$ cat config.mk
export PLATFORM = sky130hd
export DESIGN_NAME = ram_arbiter_flat
export DESIGN_NICKNAME = d
export VERILOG_FILES = /design/src/rtl/ram_arb_pkg.sv /design/src/rtl/ram_arbiter_if.sv /design/src/rtl/ram_arbiter_pick.sv /design/src/rtl/ram_arbiter.sv /design/src/flat_wrapper.sv
export SDC_FILE = /design/constraint.sdc
export NUM_CORES = 1
export LEC_CHECK = 0
export CAP_MARGIN = 20
export CORE_MARGIN = 2
export CORE_UTILIZATION = 33
export DETAILED_ROUTE_END_ITERATION = 8
export GPL_TIMING_DRIVEN = 0
export PLACE_DENSITY_LB_ADDON = 0.3
export SLEW_MARGIN = 30
export SYNTH_ARGS = -nofsm -noshare
export SYNTH_HDL_FRONTEND = slang
export SYNTH_SLANG_ARGS = --single-unit
$ cat constraint.sdc
create_clock -name clk_qzt -period 1.3 [get_ports clk_qzt]
set_input_delay 0.325 -clock clk_qzt [delete_from_list [all_inputs] [get_ports clk_qzt]]
set_output_delay 0.325 -clock clk_qzt [all_outputs]
set_load 0.01 [all_outputs]
$ cat src/rtl/ram_arb_pkg.sv
// Shared definitions for the RAM arbiter: FSM state encoding and priority modes.
package ram_arb_pkg;

  typedef enum logic [1:0] {
    IDLE    = 2'd0,
    ACCESS  = 2'd1,
    RD_WAIT = 2'd2,
    DONE    = 2'd3
  } arb_state_t;

  localparam int PRIO_RR    = 0;
  localparam int PRIO_FIXED = 1;

  // Debug bus carries the state as a 4-bit field.
  function automatic logic [3:0] state_code(arb_state_t s);
    return {2'b00, s};
  endfunction

endpackage

$ cat src/rtl/ram_arbiter_if.sv
// Requester-side and RAM-side bus of the two-port RAM arbiter.
interface ram_arbiter_if #(
  parameter int ADDR_W = 8,
  parameter int DATA_W = 8
);

  logic              p0_req;
  logic              p1_req;
  logic              p0_we;
  logic              p1_we;
  logic [ADDR_W-1:0] p0_addr;
  logic [ADDR_W-1:0] p1_addr;
  logic [DATA_W-1:0] p0_wdata;
  logic [DATA_W-1:0] p1_wdata;
  logic              p0_ack;
  logic              p1_ack;
  logic [DATA_W-1:0] rdata;
  logic [ADDR_W-1:0] ram_addr;
  logic [DATA_W-1:0] ram_wdata;
  logic              ram_we;
  logic [DATA_W-1:0] ram_rdata;

  modport slave (
    input  p0_req, p1_req, p0_we, p1_we, p0_addr, p1_addr,
    input  p0_wdata, p1_wdata, ram_rdata,
    output p0_ack, p1_ack, rdata, ram_addr, ram_wdata, ram_we
  );

  modport master (
    output p0_req, p1_req, p0_we, p1_we, p0_addr, p1_addr,
    output p0_wdata, p1_wdata, ram_rdata,
    input  p0_ack, p1_ack, rdata, ram_addr, ram_wdata, ram_we
  );

endinterface

$ cat src/rtl/ram_arbiter_pick.sv
// Combinational grant selection between the two request ports.
module arb_pick
  import ram_arb_pkg::*;
(
  input  logic req0,
  input  logic req1,
  input  logic last_grant,
  input  logic mode,
  output logic grant_valid,
  output logic grant_idx
);

  // On a tie, fixed mode favours port 1; round-robin favours whoever did not win last.
  always_comb begin
    grant_valid = req0 | req1;
    grant_idx   = 1'b0;
    if (req0 && req1) begin
      grant_idx = mode ? 1'b1 : ~last_grant;
    end else if (req1) begin
      grant_idx = 1'b1;
    end
  end

endmodule

$ cat src/rtl/ram_arbiter.sv
// Two-port arbiter in front of a single-port synchronous RAM.
// Acks are registered out of DONE, so they appear in the IDLE cycle that follows.
module ram_arbiter
  import ram_arb_pkg::*;
#(
  parameter int ADDR_W    = 8,
  parameter int DATA_W    = 8,
  parameter int PRIO_MODE = PRIO_RR
) (
  input  logic         clk_qzt,
  input  logic         reset,
  input  logic         en,
  ram_arbiter_if.slave bus,
  output logic         busy,
  output logic [23:0]  dbg_interface
);

  arb_state_t        state;
  arb_state_t        state_nxt;
  logic              take;
  logic              owner;
  logic              last_grant;
  logic              lat_we;
  logic              grant_valid;
  logic              grant_idx;
  logic              prio_fixed;
  logic              sel_we;
  logic [ADDR_W-1:0] sel_addr;
  logic [DATA_W-1:0] sel_wdata;
  logic [7:0]        dbg_addr;
  logic [7:0]        dbg_rdata;

  assign prio_fixed = (PRIO_MODE == PRIO_FIXED);

  arb_pick u_pick (
    .req0        (bus.p0_req),
    .req1        (bus.p1_req),
    .last_grant  (last_grant),
    .mode        (prio_fixed),
    .grant_valid (grant_valid),
    .grant_idx   (grant_idx)
  );

  assign sel_we    = grant_idx ? bus.p1_we    : bus.p0_we;
  assign sel_addr  = grant_idx ? bus.p1_addr  : bus.p0_addr;
  assign sel_wdata = grant_idx ? bus.p1_wdata : bus.p0_wdata;

  always_ff @(posedge clk_qzt or negedge reset) begin
    if (!reset) begin
      state <= IDLE;
    end else begin
      state <= state_nxt;
    end
  end

  always_comb begin
    state_nxt = state;
    take      = 1'b0;
    case (state)
      IDLE: begin
        if (en && grant_valid) begin
          take      = 1'b1;
          state_nxt = ACCESS;
        end
      end
      ACCESS:  state_nxt = lat_we ? DONE : RD_WAIT;
      RD_WAIT: state_nxt = DONE;
      DONE:    state_nxt = IDLE;
      default: state_nxt = IDLE;
    endcase
  end

  // The RAM address/data registers double as the latched request; they hold after the access.
  always_ff @(posedge clk_qzt or negedge reset) begin
    if (!reset) begin
      owner         <= 1'b0;
      last_grant    <= 1'b1;
      lat_we        <= 1'b0;
      bus.ram_addr  <= '0;
      bus.ram_wdata <= '0;
      bus.ram_we    <= 1'b0;
      bus.p0_ack    <= 1'b0;
      bus.p1_ack    <= 1'b0;
      bus.rdata     <= '0;
    end else begin
      bus.ram_we <= 1'b0;
      bus.p0_ack <= 1'b0;
      bus.p1_ack <= 1'b0;
      if (take) begin
        owner         <= grant_idx;
        last_grant    <= grant_idx;
        lat_we        <= sel_we;
        bus.ram_addr  <= sel_addr;
        bus.ram_wdata <= sel_wdata;
        bus.ram_we    <= sel_we;
      end
      if (state == RD_WAIT) begin
        bus.rdata <= bus.ram_rdata;
      end
      if (state == DONE) begin
        bus.p0_ack <= ~owner;
        bus.p1_ack <= owner;
      end
    end
  end

  assign busy      = (state != IDLE);
  assign dbg_addr  = 8'(bus.ram_addr);
  assign dbg_rdata = 8'(bus.rdata);

  assign dbg_interface = {state_code(state), last_grant, owner, 2'b00, dbg_addr, dbg_rdata};

endmodule

$ cat src/flat_wrapper.sv
// flat-port wrapper written by rule: the top's interface ports become plain ports
module ram_arbiter_flat import ram_arb_pkg::*;
#(
  parameter int ADDR_W    = 8,
  parameter int DATA_W    = 8,
  parameter int PRIO_MODE = PRIO_RR
)
  (clk_qzt, reset, en, busy, dbg_interface, bus_p0_req, bus_p1_req, bus_p0_we, bus_p1_we, bus_p0_addr, bus_p1_addr, bus_p0_wdata, bus_p1_wdata, bus_ram_rdata, bus_p0_ack, bus_p1_ack, bus_rdata, bus_ram_addr, bus_ram_wdata, bus_ram_we);
  ram_arbiter_if #(.ADDR_W(ADDR_W), .DATA_W(DATA_W)) bus_i ();
  input  logic clk_qzt;
  input  logic reset;
  input  logic en;
  output logic busy;
  output logic [23:0] dbg_interface;
  input wire logic [$bits(bus_i.p0_req)-1:0] bus_p0_req;
  input wire logic [$bits(bus_i.p1_req)-1:0] bus_p1_req;
  input wire logic [$bits(bus_i.p0_we)-1:0] bus_p0_we;
  input wire logic [$bits(bus_i.p1_we)-1:0] bus_p1_we;
  input wire logic [$bits(bus_i.p0_addr)-1:0] bus_p0_addr;
  input wire logic [$bits(bus_i.p1_addr)-1:0] bus_p1_addr;
  input wire logic [$bits(bus_i.p0_wdata)-1:0] bus_p0_wdata;
  input wire logic [$bits(bus_i.p1_wdata)-1:0] bus_p1_wdata;
  input wire logic [$bits(bus_i.ram_rdata)-1:0] bus_ram_rdata;
  output wire logic [$bits(bus_i.p0_ack)-1:0] bus_p0_ack;
  output wire logic [$bits(bus_i.p1_ack)-1:0] bus_p1_ack;
  output wire logic [$bits(bus_i.rdata)-1:0] bus_rdata;
  output wire logic [$bits(bus_i.ram_addr)-1:0] bus_ram_addr;
  output wire logic [$bits(bus_i.ram_wdata)-1:0] bus_ram_wdata;
  output wire logic [$bits(bus_i.ram_we)-1:0] bus_ram_we;
  assign bus_i.p0_req = bus_p0_req;
  assign bus_i.p1_req = bus_p1_req;
  assign bus_i.p0_we = bus_p0_we;
  assign bus_i.p1_we = bus_p1_we;
  assign bus_i.p0_addr = bus_p0_addr;
  assign bus_i.p1_addr = bus_p1_addr;
  assign bus_i.p0_wdata = bus_p0_wdata;
  assign bus_i.p1_wdata = bus_p1_wdata;
  assign bus_i.ram_rdata = bus_ram_rdata;
  assign bus_p0_ack = bus_i.p0_ack;
  assign bus_p1_ack = bus_i.p1_ack;
  assign bus_rdata = bus_i.rdata;
  assign bus_ram_addr = bus_i.ram_addr;
  assign bus_ram_wdata = bus_i.ram_wdata;
  assign bus_ram_we = bus_i.ram_we;
  ram_arbiter #(.ADDR_W(ADDR_W), .DATA_W(DATA_W), .PRIO_MODE(PRIO_MODE)) u_core (.clk_qzt(clk_qzt), .reset(reset), .en(en), .bus(bus_i), .busy(busy), .dbg_interface(dbg_interface));
endmodule
---- Yosys cells after proc, flatten, opt, wreduce, memory -nomap -nowiden ----
Cells that the tools add are included.
cells by class
  muxes and demuxes ....................... 13
  reduce and logical (&&, ||, !) cells .... 4
  equal/unequal tests ..................... 4
  bitwise logic cells ..................... 3
operators with widths
  kind                number
  $mux 8              2
  $mux 1              9
  $pmux 2 s4          1
  $eq 2x2->1 const B  2
  $eq 2x1->1 const B  1
  $logic_and 1x1->1   2
  $logic_not 2->1     1
  $mux 2              1
  $ne 2x1->1 const B  1
  $not 1->1           2
  $reduce_bool 2->1   1
  $or 1x1->1          1
word-level totals
  bits of input ports ..................... 47
  word-level logic and storage cells ...... 34
  bits in registers ....................... 32
  output and inout bits ................... 52

---- Depth between registers and ports, before layout ----
Gate-level depths: netlist of run 1.
  word-level depth ........................ 5
  depth in mapped cells ................... 7
  gate-level depth less buffers ........... 5

---- Hierarchy ----
From an unflattened synthesis of run 1, not the netlist that was laid out.
unflattened totals
  cells, all modules ...................... 146
  area total of the unflattened synthesis .. 1625.3 um^2
modules (own cells, without submodules)
  module       area each (um^2)  instances  sequential area each (um^2)  cells each
  ram_arbiter  1605.3            1          802.0                        142
  arb_pick     20.0              1          0.0                          4

---- Worst setup path after synthesis of run 1 ----
OpenSTA, ideal clock, no wires.
  kind .................................... register to register
  start point ............................. reg u_core.state[0]
  end point ............................... reg u_core.bus.rdata[0]
  buffers on the path ..................... 1
  slack ................................... -0.160 ns
  setup time .............................. 0.125 ns
  period minus slack after synthesis ...... 1.460 ns
  data required time ...................... 1.175 ns
  stages on the path, launching flop included .. 5
  arrival time ............................ 1.335 ns
  cells stage by stage .................... dfrtp_1 inv_1 ha_1 clkbuf_1 mux2_2
on the way
  longest elaborated chain between the ends .. 1
ends and longest elaborated chain
  what                    RTL line              RTL
  start, declared         ram_arbiter.sv:18     arb_state_t state;
  start signal, assigned  ram_arbiter.sv:52     state <= state_nxt;
  $eq 2x2->1              ram_arbiter.sv:97     if (state == RD_WAIT) begin
  end signal, assigned    ram_arbiter.sv:98     bus.rdata <= bus.ram_rdata;
  end, declared           ram_arbiter_if.sv:26  output p0_ack, p1_ack, rdata, ram_addr, ram_wdata, ram_we
No other way between the ends.
A chain may end at the register's enable or synchronous reset.

---- Final worst setup path of run 1 ----
  start point ............................. reg u_core.last_grant
  end point ............................... out dbg_interface[19]
RTL lines
  what                    RTL line            RTL
  start, declared         ram_arbiter.sv:22   logic last_grant;
  start signal, assigned  ram_arbiter.sv:91   last_grant <= grant_idx;
  end, declared           flat_wrapper.sv:14  output logic [23:0] dbg_interface;
No word-level cell between the ends.

==> results of run 1 <==
[layout make-up]
cell class | count | area (um2)
fillers | 355 | 1395
repair buffers | 133 | 1375
flip-flops and latches | 32 | 804.5
multi-input cells | 84 | 715.7
plain buffers | 24 | 230.2
clock buffers | 8 | 90.09
well taps | 54 | 67.56
inverters | 3 | 13.76
[power breakdown]
group | internal [mW] | leakage, nW | switching (mW) | total [mW]
sequential | 1.47 | 0.392 | 0.327 | 1.80
clock | 0.431 | 0.0455 | 0.345 | 0.777
combinational | 2.79 | 1.17 | 1.64 | 4.43
[timing repair]
action                     CTS  global route
setup endpoints to repair   76            60
pin swaps                    4            15
hold buffers                 1             0
cloned                       2             1
buffers inserted            29            11
gates resized for setup    182            49
hold endpoints to repair    14             0
[worst max-delay path by stage]
stage                                                     to  slack [ns]  cells past startpoint
after floorplan           u_core.bus.ram_addr[0]$_DFFE_PN0P_       -0.02                      7
after global placement           u_core.state[1]$_DFFE_PN0P_       -0.87                      1
after detailed placement            u_core.owner$_DFFE_PN0P_       -0.55                      4
after CTS                                  dbg_interface[19]       -0.13                      3
after global routing                       dbg_interface[19]       -0.17                      3
final                                      dbg_interface[19]       -0.14                      3
[routing by layer]
metal  global-route usage  vias up
met3              0.05898        5
met2               0.2966       71
li1                     -      735
met1               0.2269      731
met5                    0        -
met4              0.06869        0
[critical path, delay by kind of cell, from the launching register on]
family                 cells  cell delay (ns)
flip-flops                 1             0.56
buffers and inverters      3             0.27
[state kept, by name (all words and copies together) (netlist names)]
name and flops:
u_core.bus.p0_ack 1, u_core.bus.p1_ack 1, u_core.bus.ram_addr 8, u_core.bus.ram_wdata 8
u_core.bus.ram_we 1, u_core.bus.rdata 8, u_core.last_grant 1, u_core.lat_we 1
u_core.owner 1, u_core.state 2
[per-stage QoR]
stage / power [mW] / cell area [um2]
final: 7.007 / 3297
after global routing: 7.496 / 3297
after CTS: 6.648 / 3172
after detailed placement: 5.158 / 2668
after global placement: 5.073 / 2645
after floorplan: 3.394 / 1637
[cell usage after synthesis]
library cell,instances,area [um2]
a211oi_1,1,7.510
a21bo_2,1,10.01
a21oi_1,1,5.000
a2bb2oi_1,1,8.760
and2_1,1,6.260
buf_2,1,5.000
buf_4,23,172.7
buf_6,1,11.26
buf_8,1,15.01
clkbuf_1,3,11.26
conb_1,1,3.750
dfrtp_1,31,775.7
dfstp_2,1,26.28
ha_1,5,62.56
inv_1,3,11.26
mux2_2,9,101.4
mux2i_1,17,170.2
nand2_1,20,75.07
nor2_1,2,7.510
nor2b_1,1,6.260
o211ai_1,1,7.510
o21ai_0,12,60.06
o21ai_1,8,40.04
[cell families after synthesis]
kind of cell | share of synthesized area
other | 0.002343
and+or+nand+nor | 0.05943
buffers and inverters | 0.1415
adders and majority gates | 0.03909
AOI/OAI and AO/OA | 0.08679
DFF | 0.5012
muxes | 0.1697
==> impl_metrics.env, run 1 <==
export IMPL_wl_met2_um=2394
export IMPL_r2r_setup_slack_ns=-0.10
export IMPL_cp_data_arrival_time_ns=1.12
export IMPL_fin_util=0.7027
export IMPL_ys_types=23
export IMPL_cts_buffers=5
export IMPL_cpMaxStageDelayCell="dfstp_2"
export IMPL_hpwl_um=3008
export IMPL_ctsRootBufferMaster="clkbuf_8"
export IMPL_syn_area_per_cell_um2=11.04
export IMPL_r2r_start="u_core.last_grant$_DFFE_PN1P_"
export IMPL_dieArea_um2=5422
export IMPL_die_y_um=73.64
export IMPL_ys_seq_elements=32
export IMPL_grt_pass1_wl_um=7465
export IMPL_place_congestion=0.6669
export IMPL_cp_max_fo=2
export IMPL_worstSetupPathType="flip-flop to primary output"
export IMPL_wl_met1_um=1973
export IMPL_die_w_um=73.64
export IMPL_grt_pass1_vias=1586
export IMPL_grt_usage=0.1829
export IMPL_whs_endpoint="u_core.bus.ram_wdata[5]$_DFFE_PN0P_"
export IMPL_drtIter0Drc=21
export IMPL_worstReg2RegEnd="u_core.bus.ram_wdata[4]$_DFFE_PN0P_"
export IMPL_required_ns=0.98
export IMPL_layout_nets=335
export IMPL_cts_sinks=32
export IMPL_setup_viol=22
export IMPL_antenna_cells=0
export IMPL_max_clock_path_buffers=2
export IMPL_p_leak_nw=1.603
export IMPL_rows=25
export IMPL_fmax_mhz=693.3
export IMPL_drt_first_pass_iters=4
export IMPL_drv_slew=0
export IMPL_hold_viol_final=0
export IMPL_rsz0062_at_grt="yes"
export IMPL_max_stage_delay_ns=0.56
export IMPL_synth_area_um2=1600
export IMPL_vdd_ir_drop_worst_uv=894.9
export IMPL_finalSetupTns_ns=-1.167
export IMPL_ant_nets=0
export IMPL_drive_gt1_frac=0.4401
export IMPL_finClkSkew_ns=0.007449
export IMPL_whs_path_depth=2
export IMPL_yosys_warnings=0
export IMPL_core_um2=4692
export IMPL_worstSetupStartpointType="flip-flop"
export IMPL_dr_wl_met3_um=403
export IMPL_power_density_nw_per_um2=2125
export IMPL_crit_top_cell="buf_6"
export IMPL_fin_cells=338
export IMPL_finalWorstSetupSlack_ns=-0.1424
export IMPL_critPathCaptureType="primary output"
export IMPL_gr_total_overflow=0
export IMPL_ys_seq_area_frac=0.5012
export IMPL_status="complete, but fails checks"
export IMPL_ios=99
export IMPL_drv_cap=0
export IMPL_htree_levels=2
export IMPL_clkLatencyLatePin_ns=0.28
export IMPL_cts_tree="yes"
export IMPL_mostFrequentLayoutCells="clkdlybuf4s50_1, buf_6, buf_4, dfrtp_1, clkdlybuf4s15_1"
export IMPL_fin_crit_sh=1.110
export IMPL_dpl_worst_slack_ns=-0.5516
export IMPL_hp_class="flip-flop to flip-flop"
export IMPL_violations="setup timing"
export IMPL_vias_per_cell=4.562
export IMPL_reg2reg_depth=5
export IMPL_hold_slack_ns=0.4879
export IMPL_vias=1542
export IMPL_hold_path_startpoint="u_core.bus.ram_wdata[5]$_DFFE_PN0P_"
export IMPL_clk_pin_slew_ns=0.07
export IMPL_areaGrowthSynthToFinish_pct=106.0
export IMPL_syn_inst=145
export IMPL_dp_cells=297
export IMPL_drcViolationCount=0
export IMPL_port_buffers=94
export IMPL_grt_max_degree=19
export IMPL_antenna_found_initial=0
export IMPL_wirelength_um=4826
export IMPL_period_needed_ns=1.442
export IMPL_path_cells="buf_6 > buf_6 > buf_6"
export IMPL_wl_per_cell_um=14.28
export IMPL_worstSetupStartpoint="u_core.last_grant$_DFFE_PN1P_"
export IMPL_topRoutingLayerUsed="met4"
export IMPL_initial_core_util=0.3411
export IMPL_final_common_cell="clkdlybuf4s50_1"
(Power assumes the default switching activity.)
==> inputs of run 2 (changes only) <==
Settings changed: CORE_ASPECT_RATIO from default to 1.5, CORE_MARGIN 2 to default.
==> run 2 against run 1 <==
Against the previous run:
- sequential power barely moved
- critical path type is now flip-flop to flip-flop
- non-clock buffer count rose by 1
- wire length down 1.2%
- the flow still finishes with violations (setup timing)
==> impl_metrics.env, run 2 (synthesized netlist as in run 1, its figures left out) <==
export IMPL_cts_sinks=32
export IMPL_cpMaxStageDelayCell="dfrtp_2"
export IMPL_drive_gt1_frac=0.4526
export IMPL_setup_viol=30
export IMPL_max_clock_path_buffers=2
export IMPL_stdcell_area_um2=3336
export IMPL_port_buffers=94
export IMPL_violations="setup timing"
export IMPL_hold_viol_final=0
export IMPL_power_density_nw_per_um2=2162
export IMPL_finalWorstSetupSlack_ns=-0.09525
export IMPL_grt_max_degree=19
export IMPL_p_leak_nw=1.623
export IMPL_cpLargestDelayFamily="buffers and inverters"
export IMPL_cp_data_arrival_time_ns=1.56
export IMPL_initial_core_util=0.3495
export IMPL_wirelength_um=4768
export IMPL_required_ns=1.47
export IMPL_htree_levels=2
export IMPL_path_cells="inv_2 > ha_4 > buf_6 > o211ai_1 > buf_4 > buf_6 > nand2_2 > o21ai_2"
export IMPL_wl_per_cell_um=13.66
export IMPL_gr_total_overflow=0
export IMPL_fin_crit_sh=1.073
export IMPL_drtIter0Drc=24
export IMPL_cts_tree="yes"
export IMPL_critPathBufInv=4
export IMPL_mostFrequentLayoutCells="buf_6, clkdlybuf4s50_1, dfrtp_1, buf_4, clkdlybuf4s15_1"
export IMPL_biggestRegsByFlops="u_core.bus.ram_addr (8), u_core.bus.ram_wdata (8), u_core.bus.rdata (8)"
export IMPL_vias_per_cell=4.410
export IMPL_register_area_um2=804.5
export IMPL_core_um2=4579
export IMPL_ctsRootBufferMaster="clkbuf_8"
export IMPL_final_common_cell="buf_6"
export IMPL_rows=30
export IMPL_drt_first_pass_iters=3
export IMPL_placed_cell_area_um2=2680
export IMPL_die_y_um=87.29
export IMPL_cts_buffers=5
export IMPL_dieArea_um2=5138
export IMPL_fmax_mhz=716.7
export IMPL_hp_class="flip-flop to flip-flop"
export IMPL_vias=1539
export IMPL_drv_cap=0
export IMPL_ant_nets=0
export IMPL_place_congestion=0.6966
export IMPL_grt_usage=0.1856
export IMPL_worstSetupPathType="flip-flop to flip-flop"
export IMPL_clkLatencyLatePin_ns=0.27
export IMPL_drv_slew=0
export IMPL_areaGrowthSynthToFinish_pct=108.4
export IMPL_antenna_cells=0
export IMPL_cp_max_fo=5
export IMPL_fin_util=0.7284
export IMPL_hpwl_um=2898
export IMPL_crit_top_cell="buf_6"
export IMPL_hold_slack_ns=0.4796
export IMPL_drcViolationCount=0
export IMPL_multi_input_area_um2=733.2
export IMPL_ios=99
export IMPL_layout_nets=336
export IMPL_grt_pass1_wl_um=7162
export IMPL_finClkSkew_ns=0.002746
export IMPL_grt_pass1_vias=1549
export IMPL_status="complete, but fails checks"
export IMPL_fill_cells=323
export IMPL_max_stage_delay_ns=0.41
export IMPL_vdd_ir_drop_worst_uv=927.7
export IMPL_antenna_found_initial=0
export IMPL_period_needed_ns=1.395
export IMPL_critPathCaptureType="flip-flop"
export IMPL_die_w_um=58.86
export IMPL_rsz0062_at_grt="yes"
export IMPL_worstSetupStartpointType="flip-flop"
export IMPL_clk_pin_slew_ns=0.07
## run 2: cell count changes in the layout (fill, tap and decap cells not counted), sizes merged
| cell | before | now |
|---|---|---|
| dlygate4sd2 | 8 | 11 |
| clkdlybuf4s15 | 21 | 18 |
| clkbuf | 9 | 10 |
## run 2: power by group
group	switching [mW]	internal [mW]	leakage [nW]
clock network	0.344	0.431	0.0455
registers	0.307	1.47	0.392
logic	1.71	2.94	1.19
total	2.36	4.85	1.62
## run 2: path summary, 6_finish.rpt
| path | from | to | slack [ns] | depth (start not counted) |
|---|---|---|---|---|
| worst max-delay path | u_core.state[1]$_DFFE_PN0P_ | u_core.bus.ram_addr[1]$_DFFE_PN0P_ | -0.1 | 8 |
| worst min-delay path | u_core.bus.ram_wdata[4]$_DFFE_PN0P_ | u_core.bus.ram_wdata[4]$_DFFE_PN0P_ | 0.48 | 2 |
| worst max register to register | u_core.state[1]$_DFFE_PN0P_ | u_core.bus.ram_addr[1]$_DFFE_PN0P_ | -0.1 | 8 |
| worst min register to register | u_core.bus.ram_wdata[4]$_DFFE_PN0P_ | u_core.bus.ram_wdata[4]$_DFFE_PN0P_ | 0.48 | 2 |
| max in group asynchronous | reset | u_core.last_grant$_DFFE_PN1P_ | 0.29 | 3 |
| min in group asynchronous | reset | u_core.bus.rdata[3]$_DFFE_PN0N_ | 0.51 | 2 |
## run 2: metal layers
layer	vias up	routed length, um	GRT usage
met3	4	348	0.05944
met5	-	0	0
met1	732	1634	0.1876
li1	735	-	-
met2	68	2741	0.3554
met4	0	44	0.04545
## run 2: stage by stage
stage          TNS [ns]  worst slack (ns)  total power [mW]  instances
2_1_floorplan   -0.1632          -0.01886             3.394        148
3_3_place_gp     -30.96           -0.8271             5.067        306
3_5_place_dp     -9.252           -0.4897             5.149        307
4_1_cts          -1.751          -0.09827             7.045        348
5_1_grt          -3.158           -0.1564             7.673        349
6_report         -1.401          -0.09525             7.212        349
## run 2: repair_timing
item	4_1_cts	5_1_grt
resized for setup	202	38
hold buffers	1	0
pin swaps	14	2
cloned	2	0
endpoints found under the hold margin	14	0
setup buffers	33	8
endpoints found under the setup margin	76	64
## run 2: tightest hold or removal path, stage by stage (launching register included)
cell and delay (ns):
dfrtp_1 0.34, nand2_1 0.05, o21ai_1 0.06
## run 2: final cells by class
cell class / instances / area share
inverters: 3 / 0.004126
plain buffers: 21 / 0.06489
flip-flops and latches: 32 / 0.2412
clock buffers: 8 / 0.02701
well taps: 64 / 0.02401
repair buffers: 137 / 0.4190
multi-input cells: 84 / 0.2198
